## src/rtl/decode_stage.sv

```systemverilog
// Registered RV32I decode stage: one-entry output register with valid/ready handshake, flush and illegal counter.
// Optional RV_M_EXT_EN: makes OP funct7=0000001 (M extension) legal and drives out_mext.
module decode_stage #(
  parameter int XLEN  = 32,
  parameter int CNT_W = 8
) (
  input  logic             clk,
  input  logic             rst_n,
  input  logic             flush,
  input  logic             in_valid,
  output logic             in_ready,
  input  logic [31:0]      in_instr,
  input  logic [XLEN-1:0]  in_pc,
  output logic             out_valid,
  input  logic             out_ready,
  output logic [XLEN-1:0]  out_pc,
  output logic [9:0]       out_class,
  output logic [4:0]       out_rd,
  output logic [4:0]       out_rs1,
  output logic [4:0]       out_rs2,
  output logic [2:0]       out_funct3,
  output logic             out_alt,
  output logic             out_mext,
  output logic [XLEN-1:0]  out_imm,
  output logic             out_illegal,
  output logic [CNT_W-1:0] illegal_cnt
);

  localparam logic [4:0] OPC_OP     = 5'b01100;
  localparam logic [4:0] OPC_OPIMM  = 5'b00100;
  localparam logic [4:0] OPC_LOAD   = 5'b00000;
  localparam logic [4:0] OPC_STORE  = 5'b01000;
  localparam logic [4:0] OPC_BRANCH = 5'b11000;
  localparam logic [4:0] OPC_LUI    = 5'b01101;
  localparam logic [4:0] OPC_AUIPC  = 5'b00101;
  localparam logic [4:0] OPC_JAL    = 5'b11011;
  localparam logic [4:0] OPC_JALR   = 5'b11001;
  localparam logic [4:0] OPC_SYSTEM = 5'b11100;
  localparam logic [4:0] OPC_FENCE  = 5'b00011;
  localparam logic [CNT_W-1:0] CNT_MAX = {CNT_W{1'b1}};

  logic [4:0]      opc;
  logic [2:0]      f3;
  logic [6:0]      f7;
  logic [9:0]      d_class;
  logic            d_ill;
  logic [31:0]     imm32;
  logic [XLEN-1:0] d_imm;
  logic            accept;

  assign opc      = in_instr[6:2];
  assign f3       = in_instr[14:12];
  assign f7       = in_instr[31:25];
  assign in_ready = !flush && (!out_valid || out_ready);
  assign accept   = in_valid && in_ready;

`ifdef RV_M_EXT_EN
  logic d_mext;
`endif

  always_comb begin
    d_class = '0;
    d_ill   = 1'b0;
    imm32   = '0;
`ifdef RV_M_EXT_EN
    d_mext  = 1'b0;
`endif
    case (opc)
      OPC_OP: begin
        d_class[0] = 1'b1;
        if (f7 == 7'b0000000)
          d_ill = 1'b0;
        else if (f7 == 7'b0100000)
          d_ill = !((f3 == 3'b000) || (f3 == 3'b101));
`ifdef RV_M_EXT_EN
        else if (f7 == 7'b0000001)
          d_mext = 1'b1;
`endif
        else
          d_ill = 1'b1;
      end
      OPC_OPIMM: begin
        d_class[1] = 1'b1;
        imm32 = {{20{in_instr[31]}}, in_instr[31:20]};
        if (f3 == 3'b001)
          d_ill = (f7 != 7'b0000000);
        else if (f3 == 3'b101)
          d_ill = !((f7 == 7'b0000000) || (f7 == 7'b0100000));
      end
      OPC_LOAD: begin
        d_class[2] = 1'b1;
        imm32 = {{20{in_instr[31]}}, in_instr[31:20]};
        d_ill = (f3 == 3'b011) || (f3 == 3'b110) || (f3 == 3'b111);
      end
      OPC_STORE: begin
        d_class[3] = 1'b1;
        imm32 = {{20{in_instr[31]}}, in_instr[31:25], in_instr[11:7]};
        d_ill = (f3 >= 3'b011);
      end
      OPC_BRANCH: begin
        d_class[4] = 1'b1;
        imm32 = {{19{in_instr[31]}}, in_instr[31], in_instr[7], in_instr[30:25], in_instr[11:8], 1'b0};
        d_ill = (f3 == 3'b010) || (f3 == 3'b011);
      end
      OPC_LUI: begin
        d_class[5] = 1'b1;
        imm32 = {in_instr[31:12], 12'b0};
      end
      OPC_AUIPC: begin
        d_class[6] = 1'b1;
        imm32 = {in_instr[31:12], 12'b0};
      end
      OPC_JAL: begin
        d_class[7] = 1'b1;
        imm32 = {{11{in_instr[31]}}, in_instr[31], in_instr[19:12], in_instr[20], in_instr[30:21], 1'b0};
      end
      OPC_JALR: begin
        d_class[8] = 1'b1;
        imm32 = {{20{in_instr[31]}}, in_instr[31:20]};
        d_ill = (f3 != 3'b000);
      end
      OPC_SYSTEM, OPC_FENCE: d_class[9] = 1'b1;
      default: d_ill = 1'b1;
    endcase
    if (in_instr[1:0] != 2'b11)
      d_ill = 1'b1;
    // An illegal entry carries no class or immediate so execute cannot act on it.
    if (d_ill) begin
      d_class = '0;
      imm32   = '0;
`ifdef RV_M_EXT_EN
      d_mext  = 1'b0;
`endif
    end
    d_imm = '0;
    d_imm[31:0] = imm32;
    for (int i = 32; i < XLEN; i++)
      d_imm[i] = imm32[31];
  end

  always_ff @(posedge clk or negedge rst_n) begin
    if (!rst_n) begin
      out_valid   <= 1'b0;
      out_pc      <= '0;
      out_class   <= '0;
      out_rd      <= '0;
      out_rs1     <= '0;
      out_rs2     <= '0;
      out_funct3  <= '0;
      out_alt     <= 1'b0;
      out_imm     <= '0;
      out_illegal <= 1'b0;
      illegal_cnt <= '0;
    end else if (flush) begin
      out_valid <= 1'b0;
    end else if (accept) begin
      out_valid   <= 1'b1;
      out_pc      <= in_pc;
      out_class   <= d_class;
      out_rd      <= in_instr[11:7];
      out_rs1     <= in_instr[19:15];
      out_rs2     <= in_instr[24:20];
      out_funct3  <= f3;
      out_alt     <= in_instr[30];
      out_imm     <= d_imm;
      out_illegal <= d_ill;
      if (d_ill && (illegal_cnt != CNT_MAX))
        illegal_cnt <= illegal_cnt + CNT_W'(1);
    end else if (out_ready) begin
      out_valid <= 1'b0;
    end
  end

`ifdef RV_M_EXT_EN
  always_ff @(posedge clk or negedge rst_n) begin
    if (!rst_n)
      out_mext <= 1'b0;
    else if (!flush && accept)
      out_mext <= d_mext;
  end
`else
  assign out_mext = 1'b0;
`endif

endmodule

```

## config.mk

```make
export PLATFORM = sky130hd
export DESIGN_NAME = decode_stage
export DESIGN_NICKNAME = d
export VERILOG_FILES = /design/src/rtl/decode_stage.sv
export SDC_FILE = /design/constraint.sdc
export NUM_CORES = 1
export LEC_CHECK = 0
export CAP_MARGIN = 10
export CORE_AREA = 2 2 103 105
export CTS_BUF_LIST = sky130_fd_sc_hd__clkbuf_8
export DETAILED_ROUTE_END_ITERATION = 16
export DIE_AREA = 0 0 105 107
export PLACE_DENSITY = 0.8
export SYNTH_ARGS = -nofsm -noshare
export SYNTH_HDL_FRONTEND = slang
export SYNTH_SLANG_ARGS = --single-unit
```

## constraint.sdc

```tcl
create_clock -name clk -period 2 [get_ports clk]
set_input_delay 0.3 -clock clk [delete_from_list [all_inputs] [get_ports clk]]
set_output_delay 0.3 -clock clk [all_outputs]
set_load 0.02 [all_outputs]
```

Word level (Yosys, flattened, before mapping)
Index checks and enable logic that the tools add are counted.
{"block": "classes", "magnitude_cmp": 1, "mux": 22, "add_sub_neg": 1, "bitwise_logic": 1, "n_reduce_logical": 25, "eq_ne": 19}
{"op": "32-bit one-hot mux with 5 select lines", "count": 1}
{"op": "32-bit two-way mux", "count": 1}
{"op": "5-bit equality test (second input constant)", "count": 4}
{"op": "1-bit two-way mux", "count": 18}
{"op": "5-bit by 4-bit equality test with 1-bit output (second input constant)", "count": 3}
{"op": "5-bit by 3-bit equality test with 1-bit output (second input constant)", "count": 2}
{"op": "10-bit two-way mux", "count": 1}
{"op": "3-bit equality test (second input constant)", "count": 3}
{"op": "8-bit by 1-bit adder with 8-bit output (second input constant)", "count": 1}
{"op": "8-bit != test (second input constant)", "count": 1}
{"op": "7-bit by 6-bit equality test with 1-bit output (second input constant)", "count": 1}
{"op": "7-bit zero test", "count": 1}
{"op": "1-bit one-hot mux with 7 select lines", "count": 1}
{"op": "7-bit nonzero test", "count": 1}
{"op": "3-bit by 2-bit equality test with 1-bit output (second input constant)", "count": 2}
{"op": "1-bit logical OR", "count": 6}
{"op": "3-bit nonzero test", "count": 2}
{"op": "5-bit by 2-bit equality test with 1-bit output (second input constant)", "count": 1}
{"op": "5-bit zero test", "count": 1}
{"op": "5-bit OR reduction", "count": 1}
{"op": "1-bit zero test", "count": 4}
{"op": "2-bit OR reduction", "count": 2}
{"op": "3-bit by 1-bit equality test with 1-bit output (second input constant)", "count": 1}
{"op": "3-bit by 2-bit greater-or-equal comparator with 1-bit output (second input constant)", "count": 1}
{"op": "7 further kinds", "count": 9}
{"block": "totals", "reg_bits": 103, "out_inout_bits": 105, "inputBits": 69, "wordCells": 80}

Depth between registers and ports, before layout
{"block": "depth", "word_depth": 9, "depth_mapped": 9, "depth_no_buf": 7}

Worst setup path before layout
No wires, ideal clock.
{"block": "synth_timing", "path_type": "reg-to-reg", "start": "register out_valid", "end": "register out_imm[31]", "t_required_ps": 1917, "path_stages_with_launch": 8, "t_arrival_ps": 1926, "path_buffers": 2, "setup_slack_ps": -9, "path_cell_list": "dfrtp_1 > nor2b_1 > nor2_1 > and2_1 > clkbuf_1 > clkbuf_1 > nand3_1 > o21ai_0"}
{"block": "synth_via", "elab_chain_cells": 5}
{"element": "from (decl)", "line": "14", "text": "output logic out_valid,"}
{"element": "from (signal assigned)", "line": "143", "text": "out_valid <= 1'b0;"}
{"element": "from (signal assigned)", "line": "155", "text": "out_valid <= 1'b0;"}
{"element": "from (signal assigned)", "line": "157", "text": "out_valid <= 1'b1;"}
{"element": "1-bit zero test", "line": "54", "text": "assign in_ready = !flush && (!out_valid || out_ready);"}
{"element": "1-bit logical OR", "line": "54"}
{"element": "1-bit logical AND", "line": "54"}
{"element": "named net in_ready", "line": "11", "text": "output logic in_ready,"}
{"element": "1-bit logical AND", "line": "55", "text": "assign accept = in_valid && in_ready;"}
{"element": "2-bit AND reduction (no source line)"}
{"element": "to (signal assigned)", "line": "165", "text": "out_imm <= d_imm;"}
{"element": "to (decl)", "line": "24", "text": "output logic [XLEN-1:0] out_imm,"}
The timed path passes the listed nets, and every way through them passes these cells.
A chain may end at the register's enable or synchronous reset.

Worst setup path in the final report
{"block": "layout_timing", "start": "input in_instr[3]", "end": "register illegal_cnt[2]"}
{"block": "layout_via", "elab_chain_cells": 6, "word_cells_on_any_way": 16}
{"element": "from (decl)", "line": "12", "text": "input logic [31:0] in_instr,"}
{"element": "5-bit equality test, or another cell as far along", "line": "68", "text": "case (opc)"}
{"element": "5-bit OR reduction (no source line)"}
{"element": "1-bit one-hot mux with 7 select lines *", "line": "68"}
{"element": "1-bit two-way mux *", "line": "125", "text": "if (in_instr[1:0] != 2'b11)"}
{"element": "1-bit logical AND *", "line": "167", "text": "if (d_ill && (illegal_cnt != CNT_MAX))"}
{"element": "3-bit AND reduction (no source line) *"}
{"element": "to (signal assigned)", "line": "168", "text": "illegal_cnt <= illegal_cnt + CNT_W'(1);"}
{"element": "to (decl)", "line": "26", "text": "output logic [CNT_W-1:0] illegal_cnt"}
Every way passes the cells marked *; elsewhere a longest branch is shown, timed or not.

==> results.ini <==
[run_status]
result_of_the_run=completed

[die]
num_io_pins=174
num_rows=37
initial_utilization_pct=45.47
design.die.area_um2=11240
die_w_um=105
dieHeight_um=107
core_area_um2=10090

[final_layout]
fin_area_um2=7134
insertedDiodeCount=0
most-common-layout-cells=sky130_fd_sc_hd__nand2_1, sky130_fd_sc_hd__clkdlybuf4s50_1, sky130_fd_sc_hd__dfrtp_1
nets=786
fraction_of_final_layout_cells_sized_beyond_drive_strength_1_pct=12.76
most_frequent_standard_cell_in_the_layout_excluding_fill_and_tap_cells=sky130_fd_sc_hd__nand2_1
syn2layout_area_growth_pct=55.45

[detailed_routing]
detail_route.wl_per_cell_um=16.16
drc=0
vias=4446
drt-pass1-iter-count=5
ant_nets=0
met3RoutedLength_mm=1.157
via_count_normalized_by_instance_count=5.188
drt_iter0_drc=198
detail_route.wirelength.met1_mm=5.565
dr.max_layer_used=met4
met2WireLength_mm=6.921
post_detailed_routing_wire_length_mm=13.85

[yosys]
number_of_synthesized_flops_with_an_enable_pin=0
synth.yosys.warnings=0
synth-compound-area-share_pct=13.41
asyncSetResetFlopFracSynth_pct=100.0
ys_dominant_reg_cell=sky130_fd_sc_hd__dfrtp_1
postSynthNetCount=579
synth_top_cell_area_share_pct=56.16
yosys.area.top_type=sky130_fd_sc_hd__dfrtp_1
post_synth_fa_ha_maj_area_fraction_pct=0.2726
synth.area.mux_share_pct=0.4907
yosys.cell_types.count=50
synth_xor_xnor_area_share_pct=0.9542
dominant_combinational_cell_family_by_area_after_synthesis=simple AND/OR/NAND/NOR gates
synth_seq_area_share_pct=56.16
mean_instance_size_in_the_synthesized_netlist_um2=9.017
synthesis.instances=509
synth_area_um2=4589
netlist_top_cells_area=sky130_fd_sc_hd__dfrtp_1, sky130_fd_sc_hd__nand2_1, sky130_fd_sc_hd__o31ai_1, sky130_fd_sc_hd__a21oi_1, sky130_fd_sc_hd__o21ai_0
yosys_register_bits=103
synth-simple-area-share_pct=25.08

[critical_path]
worstSetupStartpointType=primary input
arr_time_crit_path_ns=2.12
combined_buffer_and_inverter_count_along_the_critical_path=3
critPathMaxStageDelay_ns=0.45
crit_path_top_delay_cell=sky130_fd_sc_hd__or3_4
crit_path_cell_trace=dlygate4sd2_1, or3_4, nor3b_4, o2111ai_2, nand4_4, buf_6, buf_12, nand3_1, mux2_1
r2r_setup_slack_ns=0.25
timing.critical_path.required_ns=2.24
worst_path_dominant_cell_family=simple AND/OR/NAND/NOR gates
path_class=primary input to register
worst_setup_path_end_kind=register
crit_path_max_fanout=4

[sta]
final.setup_skew_ns=0.01201
rsz0062_at_grt=no
max_freq_mhz=531.4
hold_viol_final=0
period_minus_slack_ns=1.882
timing_max_transition_violations_final=0
setup_viol=0
fin_setup_tns_ns=0
share_of_the_clock_period_used_by_the_worst_path_after_layout_pct=94.10

[placement]
portBuffers=172
dp_hpwl_mm=10.20
weighted_congestion_reported_at_the_end_of_routability_driven_placement=0.8676
post_place_instance_area_um2=6797

[clock_tree]
clock_tree.root_cell=sky130_fd_sc_hd__clkbuf_8
number_of_buffers_added_by_the_clock_tree_synthesis_step=9
cts_tree=done
worstSkewPairLatency_ns=0.36
ctsHtreeMaxLevel=3
cts_num_sinks=103
cts.reportedPaths.clkPinSlew_ns=0.10
cts-root-to-sink-buffers=2

[power_and_ir_drop]
p_comb_share_pct=28.2
netSwitchingFraction_pct=31.54
clock_power_share_pct=25.7
seq_power_share_pct=46.1
powerDensity_nw_per_um2=749.4
net-switching-power_mw=1.686
leakage_nw=3.247
vdd_drop_max_v=0.0004212
power_report.internal_total_mw=3.660

[grt]
grt_usage_pct=25.05
grt_start_max_net_pins=55
grt_first_pass_wirelength_mm=22.35
total_congestion_overflow_after_global_routing=0
vias_in_the_first_global_route=4515
antenna_found_initial=0

[flow_run]
maxCapViolCount=0

[min_path]
timing.hold.worst.class=primary input to asynchronous set/reset pin

routing by layer:
layer	up-vias	track usage, %
li1	2110	-
met1	2112	30.93
met2	204	43.46
met4	0	7.143
met5	-	0
met3	20	6.626
power groups by stage:
stage,Clock [mW],Sequential [mW],Combinational (mW)
detailed placement,0,2.50,1.48
floorplan,0,2.75,0.372
global route,1.49,2.50,1.62
finish,1.37,2.46,1.51
global placement,0,2.49,1.45
CTS,1.42,2.46,1.50
final timing paths:
kind / start / end / cells after the start
min in group clk: in_instr[26] / out_imm[6] / 4
worst min register to register: out_imm[6] / out_imm[6] / 2
worst max-delay path: in_instr[3] / illegal_cnt[2] / 9
max in group asynchronous: rst_n / out_rs2[3] / 3
worst max register to register: illegal_cnt[0] / illegal_cnt[1] / 6
worst min-delay path: rst_n / out_imm[6] / 2
per-stage QoR:
step,setup WS [ns],utilization [%],power [mW],instances,hold slack (ns)
floorplan,0.1097,-,3.126,509,0.004409
global placement,-0.4206,67.34,3.944,835,0.2016
detailed placement,-0.4848,67.34,3.986,835,0.2022
CTS,0.05736,70.34,5.382,857,0.3427
global route,0.02260,70.69,5.608,857,0.3694
finish,0.1181,70.69,5.347,857,0.3676
registers in the layout, summed over array words and instances, names as in the netlist:
name / cells
out_alt: 1
out_valid: 1
illegal_cnt: 8
out_rd: 5
out_imm: 32
out_rs2: 5
out_illegal: 1
out_pc: 32
out_funct3: 3
out_class: 10
out_rs1: 5
cell usage after synthesis (4+ instances only):
master and instances:
sky130_fd_sc_hd__nor2b_1 4, sky130_fd_sc_hd__nand3_1 8, sky130_fd_sc_hd__a22oi_1 4, sky130_fd_sc_hd__o31ai_1 28, sky130_fd_sc_hd__dfrtp_1 103, sky130_fd_sc_hd__o21ai_0 16, sky130_fd_sc_hd__nor2_1 12, sky130_fd_sc_hd__xnor2_1 4
sky130_fd_sc_hd__nand2_1 221, sky130_fd_sc_hd__nand2b_1 4, sky130_fd_sc_hd__a21oi_1 24, sky130_fd_sc_hd__clkbuf_1 19, sky130_fd_sc_hd__buf_2 7
kinds of logic after synthesis:
family,count (synthesis)
compound gates,90
flops,103
buf+inv,36
mux,2
other cells,1
fa+ha+maj,1
xor+xnor,5
simple gates,271
what timing repair did:
| action | in CTS | in global routing |
|---|---|---|
| pin swaps | 9 | 9 |
| hold buffers | 1 | 0 |
| endpoints found under the hold margin | 20 | 0 |
| buffers inserted | 5 | 0 |
| setup endpoints to repair | 33 | 6 |
| gates resized for setup | 19 | 6 |
cell type report:
class | count | area, um^2
multi-input cells | 370 | 1929
flip-flops and latches | 103 | 2577
clock buffers | 10 | 137.6
well taps | 136 | 170.2
fillers | 790 | 2958
repair buffers | 229 | 2232
clock inverters | 6 | 76.32
inverters | 3 | 11.26
Power figures use the tool's default switching activity.
